**src/rtl/id_ex_reg.sv**
```systemverilog
// ID/EX pipeline register with stall, flush-to-bubble and a two-state valid tracker.
// Optional bubble counter output is enabled by defining IDEX_BUBBLE_CNT_EN.
module id_ex_reg #(
    parameter int XLEN = 32
) (
    input  logic            clk,
    input  logic            rst_n,
    input  logic            StallE,
    input  logic            FlushE,
    input  logic            ValidD,
    output logic            ValidE,
    input  logic [1:0]      ResultSrcD,
    input  logic            MemWriteD,
    input  logic            JumpD,
    input  logic            BranchD,
    input  logic [1:0]      BranchTypeD,
    input  logic            JalrD,
    input  logic            LuiD,
    input  logic            ALUSrcD,
    input  logic            RegWriteD,
    input  logic [2:0]      ALUControlD,
    input  logic [XLEN-1:0] RD1D,
    input  logic [XLEN-1:0] RD2D,
    input  logic [XLEN-1:0] PCD,
    input  logic [XLEN-1:0] ImmExtD,
    input  logic [XLEN-1:0] PCPlus4D,
    input  logic [4:0]      Rs1D,
    input  logic [4:0]      Rs2D,
    input  logic [4:0]      RdD,
    output logic [1:0]      ResultSrcE,
    output logic            MemWriteE,
    output logic            JumpE,
    output logic            BranchE,
    output logic [1:0]      BranchTypeE,
    output logic            JalrE,
    output logic            LuiE,
    output logic            ALUSrcE,
    output logic            RegWriteE,
    output logic [2:0]      ALUControlE,
    output logic [XLEN-1:0] RD1E,
    output logic [XLEN-1:0] RD2E,
    output logic [XLEN-1:0] PCE,
    output logic [XLEN-1:0] ImmExtE,
    output logic [XLEN-1:0] PCPlus4E,
    output logic [4:0]      Rs1E,
    output logic [4:0]      Rs2E,
    output logic [4:0]      RdE
`ifdef IDEX_BUBBLE_CNT_EN
    ,
    output logic [15:0]     BubbleCnt
`endif
);

    typedef enum logic {EMPTY, FULL} state_t;

    typedef struct packed {
        logic [1:0]      ResultSrc;
        logic            MemWrite;
        logic            Jump;
        logic            Branch;
        logic [1:0]      BranchType;
        logic            Jalr;
        logic            Lui;
        logic            ALUSrc;
        logic            RegWrite;
        logic [2:0]      ALUControl;
        logic [XLEN-1:0] RD1;
        logic [XLEN-1:0] RD2;
        logic [XLEN-1:0] PC;
        logic [XLEN-1:0] ImmExt;
        logic [XLEN-1:0] PCPlus4;
        logic [4:0]      Rs1;
        logic [4:0]      Rs2;
        logic [4:0]      Rd;
    } payload_t;

    state_t   state_q, state_d;
    payload_t pay_q, pay_d, pay_in;

    assign pay_in = '{ResultSrc: ResultSrcD, MemWrite: MemWriteD, Jump: JumpD,
                      Branch: BranchD, BranchType: BranchTypeD, Jalr: JalrD,
                      Lui: LuiD, ALUSrc: ALUSrcD, RegWrite: RegWriteD,
                      ALUControl: ALUControlD, RD1: RD1D, RD2: RD2D, PC: PCD,
                      ImmExt: ImmExtD, PCPlus4: PCPlus4D, Rs1: Rs1D, Rs2: Rs2D,
                      Rd: RdD};

    // A bubble is an all-zero payload, so EMPTY can never carry a write enable.
    always_comb begin
        state_d = state_q;
        pay_d   = pay_q;
        if (FlushE) begin
            state_d = EMPTY;
            pay_d   = '0;
        end else if (!StallE) begin
            if (ValidD) begin
                state_d = FULL;
                pay_d   = pay_in;
            end else begin
                state_d = EMPTY;
                pay_d   = '0;
            end
        end
    end

    always_ff @(posedge clk) begin
        if (!rst_n) begin
            state_q <= EMPTY;
            pay_q   <= '0;
        end else begin
            state_q <= state_d;
            pay_q   <= pay_d;
        end
    end

    assign ValidE      = (state_q == FULL);
    assign ResultSrcE  = pay_q.ResultSrc;
    assign MemWriteE   = pay_q.MemWrite;
    assign JumpE       = pay_q.Jump;
    assign BranchE     = pay_q.Branch;
    assign BranchTypeE = pay_q.BranchType;
    assign JalrE       = pay_q.Jalr;
    assign LuiE        = pay_q.Lui;
    assign ALUSrcE     = pay_q.ALUSrc;
    assign RegWriteE   = pay_q.RegWrite;
    assign ALUControlE = pay_q.ALUControl;
    assign RD1E        = pay_q.RD1;
    assign RD2E        = pay_q.RD2;
    assign PCE         = pay_q.PC;
    assign ImmExtE     = pay_q.ImmExt;
    assign PCPlus4E    = pay_q.PCPlus4;
    assign Rs1E        = pay_q.Rs1;
    assign Rs2E        = pay_q.Rs2;
    assign RdE         = pay_q.Rd;

`ifdef IDEX_BUBBLE_CNT_EN
    logic        bubble_load;
    logic [15:0] cnt_q, cnt_d;

    // Counts flushes and invalid loads; saturates rather than wrapping.
    assign bubble_load = FlushE || (!StallE && !ValidD);

    always_comb begin
        cnt_d = cnt_q;
        if (bubble_load && (cnt_q != 16'hFFFF)) begin
            cnt_d = cnt_q + 16'd1;
        end
    end

    always_ff @(posedge clk) begin
        if (!rst_n) begin
            cnt_q <= '0;
        end else begin
            cnt_q <= cnt_d;
        end
    end

    assign BubbleCnt = cnt_q;
`endif

endmodule

```
**config.mk**
```make
export PLATFORM = sky130hd
export DESIGN_NAME = id_ex_reg
export DESIGN_NICKNAME = d
export VERILOG_FILES = /design/src/rtl/id_ex_reg.sv
export SDC_FILE = /design/constraint.sdc
export NUM_CORES = 1
export LEC_CHECK = 0
export ABC_AREA = 1
export BUFFER_PORTS_ARGS = -buffer_cell sky130_fd_sc_hd__clkbuf_2
export CELL_PAD_IN_SITES_DETAIL_PLACEMENT = 1
export CELL_PAD_IN_SITES_GLOBAL_PLACEMENT = 1
export CORE_AREA = 8 8 243 128
export DETAILED_ROUTE_END_ITERATION = 12
export DIE_AREA = 0 0 251 136
export GPL_TIMING_DRIVEN = 0
export PLACE_DENSITY_LB_ADDON = 0.1
export SYNTH_ARGS = -nofsm -noshare
export SYNTH_HDL_FRONTEND = slang
export SYNTH_SLANG_ARGS = --single-unit
```
**constraint.sdc**
```tcl
create_clock -name clk -period 1.2 [get_ports clk]
set_input_delay 0 -clock clk [delete_from_list [all_inputs] [get_ports clk]]
set_output_delay 0 -clock clk [all_outputs]
set_load 0.05 [all_outputs]
```
==> results of run 1 <==
[worst max-delay path by stage]
stage,endpoint,slack [ns],cells after the start
after floorplan,ALUControlE[1]$_SDFFE_PP0N_,0.30,2
after global placement,ALUControlE[0]$_SDFFE_PP0N_,-0.29,6
after detailed placement,RD1E[30]$_SDFFE_PP0N_,-0.34,6
after CTS,PCPlus4E[27],0.04,1
after global routing,PCPlus4E[27],0.02,1
final,RD2E[31],0.09,1
[routing by layer]
| layer | vias up | GRT usage [%] |
|---|---|---|
| met3 | 44 | 5.88 |
| met4 | 2 | 7.18 |
| met1 | 3906 | 23.6 |
| met2 | 213 | 31.5 |
| li1 | 4049 | - |
| met5 | - | 0 |
[cells in the final DEF, fill, tap and decap left out, drive strengths merged]
| master | synthesis | layout |
|---|---|---|
| inv | 2 | 8 |
| diode | 0 | 5 |
| buf | 65 | 65 |
| dlygate4sd3 | 0 | 189 |
| clkbuf | 17 | 418 |
| bufinv | 0 | 2 |
| nand2 | 192 | 192 |
| nand3 | 189 | 189 |
| dfxtp | 190 | 190 |
| clkinvlp | 0 | 2 |
| a21oi | 190 | 190 |
| clkinv | 0 | 3 |
[cells in the mapped netlist (all sizes together)]
cell    instances
a21oi         190
buf            65
clkbuf         17
dfxtp         190
inv             2
nand2         192
nand3         189
[per-stage QoR]
step	TNS, ns	worst slack, ns	cells	hold slack [ns]
after floorplan	0	0.299	845	0.161
after global placement	-25.31	-0.291	1595	0.251
after detailed placement	-32.90	-0.340	1595	0.258
after CTS	0	0.0390	1816	0.184
after global routing	0	0.0205	1820	0.220
final	0	0.0906	1821	0.216
[flip-flops by register name, summed over array words and instances (netlist names), 3 cells and up]
signal and cells:
PCPlus4E 32, ALUControlE 3, Rs2E 5, ImmExtE 32, RdE 5, Rs1E 5
PCE 32, RD1E 32, RD2E 32
[layout make-up]
cell class,instances,area share [%]
inverters,2,0.0641
flip-flops and latches,190,32.5
clock inverters,13,1.30
diodes,5,0.107
multi-input cells,571,22.3
well taps,368,3.93
plain buffers,82,3.55
clock buffers,19,3.78
repair buffers,571,32.5
[cell families (layout without fill, tap and decap cells)]
| logic type | Yosys count | count (layout) | synth area share, % |
|---|---|---|---|
| compound gates | 190 | 190 | 13.9 |
| buf+inv | 84 | 687 | 6.18 |
| flops | 190 | 190 | 55.6 |
| other cells | 0 | 5 | 0 |
| simple gates | 381 | 381 | 24.4 |
[power groups by stage]
| stage | sequential (uW) | combinational, uW | clock [uW] |
|---|---|---|---|
| after detailed placement | 6640 | 1780 | 0 |
| after floorplan | 7080 | 586 | 0 |
| after CTS | 6500 | 2290 | 6110 |
| final | 6500 | 2290 | 5910 |
| after global placement | 6640 | 1770 | 0 |
| after global routing | 6510 | 2460 | 6360 |
==> results.yml, run 1 <==
status:
  status: "complete, no violations"
drt:
  met1_length_um: 15000
  first_pass_iters: 4
  detail_route.iter0.violations: 320
  routed-wl-met3_um: 1830
  dr.max_layer_used: "met5"
  detail-route-antenna-nets: 0
  wl_um: 33700
  wl_met2_um: 16000
  vias_per_cell: 4.51
  wl_per_cell_um: 18.5
  dr_total_vias: 8214
  route.detailed.drc: 0
finish:
  syn_to_final_growth_pct: 71.2
  final_area_um2: 11700
  fill_cells: 3475
  layout-drive-gt1-share_pct: 32.4
  finalNetCount: 1629
  multiInputGateArea_um2: 2620
  fin_util_pct: 41.7
  ff_latch_area_um2: 3800
timing:
  finalCriticalPeriod_ns: 1.11
  fin_crit_sh_pct: 92.4
  tightest_slew_ns: 0.614
  hold_viol: 0
  rsz0062_at_grt: "false"
  finClkSkew_ns: 0
  fmax_ghz: 0.901
  slew_headroom_pct: 59.0
  setup_viol: 0
  final_max_slew_viol_count: 0
clocking:
  ctsResizeCount: 0
  cts_tree: "done"
  clock_path_buffers: 2
  clk_latency_ns: 0.44
  postCtsSetupBuffers: 0
  cts_sinks: 190
  cts_max_level: 4
  cts_hold_buf: 189
  cts_buffers: 17
  clkTransAtPathRegs_ns: 0.07
  ctsRootBufferMaster: "clkbuf_16"
floorplanning:
  core-area_um2: 28100
  fp.dieH_um: 136
  ios: 384
  num_rows: 44
  initial_core_util_pct: 24.4
  die_x_um: 251
  die_area_um2: 34100
pwr:
  switchingPower_uw: 4150
  p_sw_share_pct: 28.3
  ir_drop_mv: 0.999
  seqPwrFrac_pct: 44.2
  total_leakage_power_uw: 0.00501
  p_clk_share_pct: 40.2
  powerDensity_nw_per_um2: 1250
  p_total_uw: 14700
  power.share.combinational_pct: 15.6
  intPower_uw: 10500
worst_setup_path:
  r2r-end: "RD2E[22]$_SDFFE_PP0N_"
  critPathMaxFanout: 2
  path_cells: "clkbuf_2"
  critPathKind: "flip-flop to output port"
  max_stage_delay_ns: 0.35
  rrSetupSlack_ns: 0.55
  endpoint_kind: "output port"
  cp_top_family: "flip-flops"
  critPathArrivalTime_ns: 1.11
  rr_worst_depth: 2
  cp-start-kind: "flip-flop"
  worstSetupStartpoint: "RD2E[31]$_SDFFE_PP0N_"
  worst-path-buf-inv: 1
  worstPathRequired_ns: 1.20
  r2r_start: "RD2E[22]$_SDFFE_PP0N_"
  crit_slowest_cell: "dfxtp_1"
global_routing:
  grt_max_degree: 18
  first_global_vias: 8937
  grtUsageTotal_pct: 19.2
  grt_overflow: 0
  antenna_found_initial: 5
  grt_first_pass_wirelength_um: 51200
yosys:
  netlist_area_um2: 6840
  synth-seq-area-share_pct: 55.6
  syn_inst: 845
  yosys_warnings: 0
  yosys.area.top_type_share_pct: 55.6
  synth.area.top_cells: "dfxtp_1 56%, a21oi_1 14%, nand3_1 14%"
  ys_seq_elements: 190
  syn_area_per_cell_um2: 8.10
  synth_nets: 1039
  yosys.cell_types.count: 11
  synth_top_cell_by_area: "dfxtp_1"
placed_design:
  portBuffers: 382
  post-dp-hpwl_um: 24700
  dpl-instance-area_um2: 9220
  routabilityCongestion: 0.784
min_path:
  hold_path.startpoint: "ValidD"
  hold_path_class: "primary input to flip-flop"
  holdPathEnd: "ResultSrcE[0]$_SDFFE_PP0N_"
  hold_path_depth: 4
run:
  max-cap-violations: 0
Power figures use the tool's default switching activity.
==> run 2: changes to the inputs <==
--- a/config.mk
+++ b/config.mk
@@ -10,6 +10,7 @@
 export CELL_PAD_IN_SITES_DETAIL_PLACEMENT = 1
 export CELL_PAD_IN_SITES_GLOBAL_PLACEMENT = 1
 export CORE_AREA = 8 8 243 128
+export CTS_BUF_LIST = sky130_fd_sc_hd__clkbuf_8
 export DETAILED_ROUTE_END_ITERATION = 12
 export DIE_AREA = 0 0 251 136
 export GPL_TIMING_DRIVEN = 0
==> constraint.sdc (replaced) <==
create_clock -name clk -period 1 [get_ports clk]
set_input_delay 0 -clock clk [delete_from_list [all_inputs] [get_ports clk]]
set_output_delay 0 -clock clk [all_outputs]
set_load 0.05 [all_outputs]
==> results.yml, run 2 (synthesis gave the netlist of run 1 again) <==
global_routing:
  grt_overflow: 0
  antenna_found_initial: 4
  grt_first_pass_wirelength_um: 59500
  grt_max_degree: 18
  first_global_vias: 9812
  grtUsageTotal_pct: 22.6
clocking:
  clock_path_buffers: 2
  cts_sinks: 190
  ctsRootBufferMaster: "clkbuf_8"
  clk_latency_ns: 0.48
  cts_max_level: 4
  cts_buffers: 17
  clkTransAtPathRegs_ns: 0.12
  cts_tree: "done"
pwr:
  seqPwrFrac_pct: 47.1
  intPower_uw: 11700
  switchingPower_uw: 4980
  p_sw_share_pct: 29.8
  p_clk_share_pct: 32.5
  powerDensity_nw_per_um2: 1060
  total_leakage_power_uw: 0.00634
  power.share.combinational_pct: 20.4
  ir_drop_mv: 0.768
timing:
  fin_tns_setup_ns: -4.22
  setup_viol: 187
  fmax_ghz: 0.941
  rsz0062_at_grt: "true"
  finClkSkew_ns: 0
  holdWs_ns: 0.176
  final_max_slew_viol_count: 0
  fin_ws_ns: -0.0631
  hold_viol: 0
  slew_headroom_pct: 62.8
  finalCriticalPeriod_ns: 1.06
  tightest_slew_ns: 0.558
  fin_crit_sh_pct: 106
finish:
  syn_to_final_growth_pct: 131
  layout-drive-gt1-share_pct: 46.9
  finalNetCount: 1664
  final_cell_mix: "192 x clkbuf_2, 191 x nand2_1, 190 x a21oi_1, 189 x dlygate4sd3_1, 188 x nand3_1"
  layout_commonest_cell: "clkbuf_2"
  fin_cells: 1853
placed_design:
  post-dp-hpwl_um: 24700
  portBuffers: 382
  routabilityCongestion: 0.784
  place_inst: 1595
floorplanning:
  die_x_um: 251
  fp.dieH_um: 136
  ios: 384
  core-area_um2: 28100
  initial_core_util_pct: 24.4
  die_area_um2: 34100
  num_rows: 44
min_path:
  hold_path.startpoint: "ValidD"
  hold_path_depth: 4
  hold_path_class: "primary input to flip-flop"
drt:
  vias_per_cell: 4.71
  first_pass_iters: 4
  detail_route.iter0.violations: 342
  wl_per_cell_um: 21.7
  detail-route-antenna-nets: 0
  dr_total_vias: 8732
  route.detailed.drc: 0
  wl_um: 40300
worst_setup_path:
  worstSetupStartpoint: "RD2E[31]$_SDFFE_PP0N_"
  worstPathRequired_ns: 1.00
  endpoint_kind: "output port"
  crit_slowest_cell: "dfxtp_2"
  max_stage_delay_ns: 0.38
  cp-start-kind: "flip-flop"
  path_cells: "clkbuf_16"
  r2r_start: "ImmExtE[28]$_SDFFE_PP0N_"
  rr_worst_depth: 4
  critPathKind: "flip-flop to output port"
  critPathMaxFanout: 2
  worst-path-buf-inv: 1
  cp.depth: 1
  cp_top_family: "flip-flops"
  critPathArrivalTime_ns: 1.06
  rrSetupSlack_ns: 0.13
status:
  violations: "setup timing"
  status: "finished with violations"
run:
  max-cap-violations: 0
## run 2: repair_timing
| item | CTS | global route |
|---|---|---|
| gates resized for setup | 756 | 15 |
| cloned | 0 | 0 |
| setup buffers | 8 | 27 |
| hold buffers | 189 | 0 |
| setup endpoints to repair | 190 | 286 |
| endpoints found under the hold margin | 189 | 0 |
## run 2: power by group through the flow
stage / clock (uW) / combinational, uW / sequential (uW)
after CTS: 5620 / 3290 / 7890
after global placement: 0 / 2120 / 7970
after floorplan: 0 / 703 / 8490
final: 5440 / 3410 / 7880
after detailed placement: 0 / 2130 / 7970
after global routing: 5970 / 3610 / 7890
## run 2: path summary, 6_finish.rpt
check	to
worst max register to register	ImmExtE[28]$_SDFFE_PP0N_
worst max-delay path	RD2E[31]
worst min register to register	PCE[17]$_SDFFE_PP0N_
worst min-delay path	ImmExtE[1]$_SDFFE_PP0N_
## run 2: cell type report
type,instances,area (um2)
tap,368,460
buffer,82,415
sequential,190,4060
antenna,2,5.00
timing repair buffer,606,7830
clock buffer,18,248
clock inverter,14,156
inverter,2,7.51
multi-input combinational,571,2630
fill,3028,12300
## run 2: through the flow
step	total power (uW)	area (um2)	setup slack, ns	util (%)
global route	17500	15800	-0.121	56.3
detailed placement	10100	9220	-0.540	32.8
global placement	10100	9220	-0.491	32.8
CTS	16800	15600	-0.0907	55.5
finish	16700	15800	-0.0631	56.3
floorplan	9200	6840	0.0990	-
## run 2: metal layers
layer  vias to the layer above  wire [um]  share of wire [%]  GRT usage (%)
li1                       4124          -                  -              -
met2                       258      20400                 51           40.3
met5                         -          9              0.022              0
met1                      4260      15800                 39           24.7
met4                         2       1640                4.1           10.0
met3                        88       2390                5.9           7.35
==> run 3: changes to the inputs <==
--- a/config.mk
+++ b/config.mk
@@ -15,6 +15,8 @@
 export DIE_AREA = 0 0 251 136
 export GPL_TIMING_DRIVEN = 0
 export PLACE_DENSITY_LB_ADDON = 0.1
+export RECOVER_POWER = 100
+export SLEW_MARGIN = 15
 export SYNTH_ARGS = -nofsm -noshare
 export SYNTH_HDL_FRONTEND = slang
 export SYNTH_SLANG_ARGS = --single-unit
==> results.yml, run 3 (synthesis gave the netlist of run 1 again) <==
clocking:
  cts_tree: "done"
  cts_buffers: 17
  cts_max_level: 4
  cts_sinks: 190
  ctsRootBufferMaster: "clkbuf_8"
  clock_path_buffers: 2
  clk_latency_ns: 0.48
  clkTransAtPathRegs_ns: 0.12
min_path:
  hold_path_class: "primary input to flip-flop"
  hold_path.startpoint: "ValidD"
  holdPathEnd: "ImmExtE[1]$_SDFFE_PP0N_"
  hold_path_depth: 4
placed_design:
  place_inst: 1595
  portBuffers: 382
  routabilityCongestion: 0.784
  post-place-ws_ns: -0.540
  post-dp-hpwl_um: 24700
drt:
  route.detailed.drc: 0
  detail_route.iter0.violations: 374
  dr_total_vias: 8728
  wl_um: 40300
  wl_per_cell_um: 21.7
  vias_per_cell: 4.71
  first_pass_iters: 4
  detail-route-antenna-nets: 0
pwr:
  intPower_uw: 11700
  total_leakage_power_uw: 0.00633
  switchingPower_uw: 4990
  p_clk_share_pct: 32.6
  seqPwrFrac_pct: 47.1
  ir_drop_mv: 0.762
  powerDensity_nw_per_um2: 1060
  p_sw_share_pct: 29.8
  power.share.combinational_pct: 20.4
worst_setup_path:
  max_stage_delay_ns: 0.38
  r2r-end: "ImmExtE[28]$_SDFFE_PP0N_"
  critPathKind: "flip-flop to output port"
  rrSetupSlack_ns: 0.13
  worst-path-buf-inv: 1
  cp_top_family: "flip-flops"
  cp-start-kind: "flip-flop"
  path_cells: "clkbuf_16"
  worstPathRequired_ns: 1.00
  rr_worst_depth: 4
  critPathArrivalTime_ns: 1.06
  endpoint_kind: "output port"
  r2r_start: "ImmExtE[28]$_SDFFE_PP0N_"
  crit_slowest_cell: "dfxtp_2"
  critPathMaxFanout: 2
timing:
  slew_headroom_pct: 63.1
  fmax_ghz: 0.943
  fin_crit_sh_pct: 106
  finClkSkew_ns: 0
  final_max_slew_viol_count: 0
  fin_tns_setup_ns: -4.02
  rsz0062_at_grt: "true"
  fin_ws_ns: -0.0608
  hold_viol: 0
  finalCriticalPeriod_ns: 1.06
  tightest_slew_ns: 0.553
  setup_viol: 188
finish:
  final_cell_mix: "196 x clkbuf_2, 191 x nand2_1, 190 x a21oi_1, 189 x dlygate4sd3_1, 188 x nand3_1"
  fin_util_pct: 56.3
  layout-drive-gt1-share_pct: 46.8
  finalNetCount: 1664
  syn_to_final_growth_pct: 131
  layout_commonest_cell: "clkbuf_2"
  fin_cells: 1854
run:
  max-cap-violations: 0
global_routing:
  first_global_vias: 9812
  grt_most_used_layer: "met2"
  antenna_found_initial: 4
  grtUsageMet1_pct: 24.7
  grtUsageTotal_pct: 22.6
  grt_first_pass_wirelength_um: 59500
  grt_overflow: 0
  grt_max_degree: 18
  grtUsageMet2_pct: 40.3
  grt_use_met3_pct: 7.35
floorplanning:
  core-area_um2: 28100
  fp.dieH_um: 136
  initial_core_util_pct: 24.4
  ios: 384
  die_area_um2: 34100
  die_x_um: 251
  num_rows: 44
status:
  status: "finished with violations"
  violations: "setup timing"
run 3: cell types whose count changed in the layout (fill, tap and decap cells not counted), sizes merged:
cell,delta
diode,+1
buf,-6
clkbuf,+6
run 3: power groups by stage:
stage | sequential, uW | clock [uW] | combinational [uW]
2_1_floorplan | 8490 | 0 | 703
3_3_place_gp | 7970 | 0 | 2120
3_5_place_dp | 7970 | 0 | 2130
4_1_cts | 7890 | 5620 | 3290
5_1_grt | 7890 | 5970 | 3600
6_report | 7880 | 5450 | 3410
run 3: routing by layer:
metal | vias to the layer above | part of all wire (%)
met3 | 90 | 6.0
met5 | - | 0.022
li1 | 4120 | -
met2 | 264 | 50
met4 | 2 | 4.1
met1 | 4252 | 39
run 3: worst max path at each step:
stage / endpoint / startpoint / depth (start not counted)
2_1_floorplan: ALUControlE[1]$_SDFFE_PP0N_ / ALUControlE[1]$_SDFFE_PP0N_ / 2
3_3_place_gp: ALUControlE[0]$_SDFFE_PP0N_ / FlushE / 6
3_5_place_dp: RD1E[30]$_SDFFE_PP0N_ / FlushE / 6
4_1_cts: MemWriteE / MemWriteE$_SDFFE_PP0N_ / 1
5_1_grt: RD2E[23]$_SDFFE_PP0N_ / StallE / 6
6_report: RD2E[31] / RD2E[31]$_SDFFE_PP0N_ / 1
run 3: final cells by class:
| cell class | count | area (um2) |
|---|---|---|
| clock buffer | 18 | 248 |
| fill | 3029 | 12300 |
| multi-input combinational | 571 | 2630 |
| antenna | 3 | 7.51 |
| buffer | 82 | 413 |
| inverter | 2 | 7.51 |
| timing repair buffer | 606 | 7830 |
| clock inverter | 14 | 156 |
| sequential | 190 | 4060 |
| tap | 368 | 460 |
run 3: repair_timing:
item	4_1_cts	5_1_grt
endpoints found under the setup margin	190	286
hold buffers	189	0
buffers inserted	8	27
resized for setup	756	15
pin swaps	0	0
hold endpoints to repair	189	0
run 3: per-stage QoR:
stage          area, um2  power [uW]  hold WS (ns)
2_1_floorplan       6840        9200         0.161
3_3_place_gp        9220       10100         0.251
3_5_place_dp        9220       10100         0.258
6_report           15800       16700         0.174
4_1_cts            15600       16800         0.103
5_1_grt            15800       17500         0.159
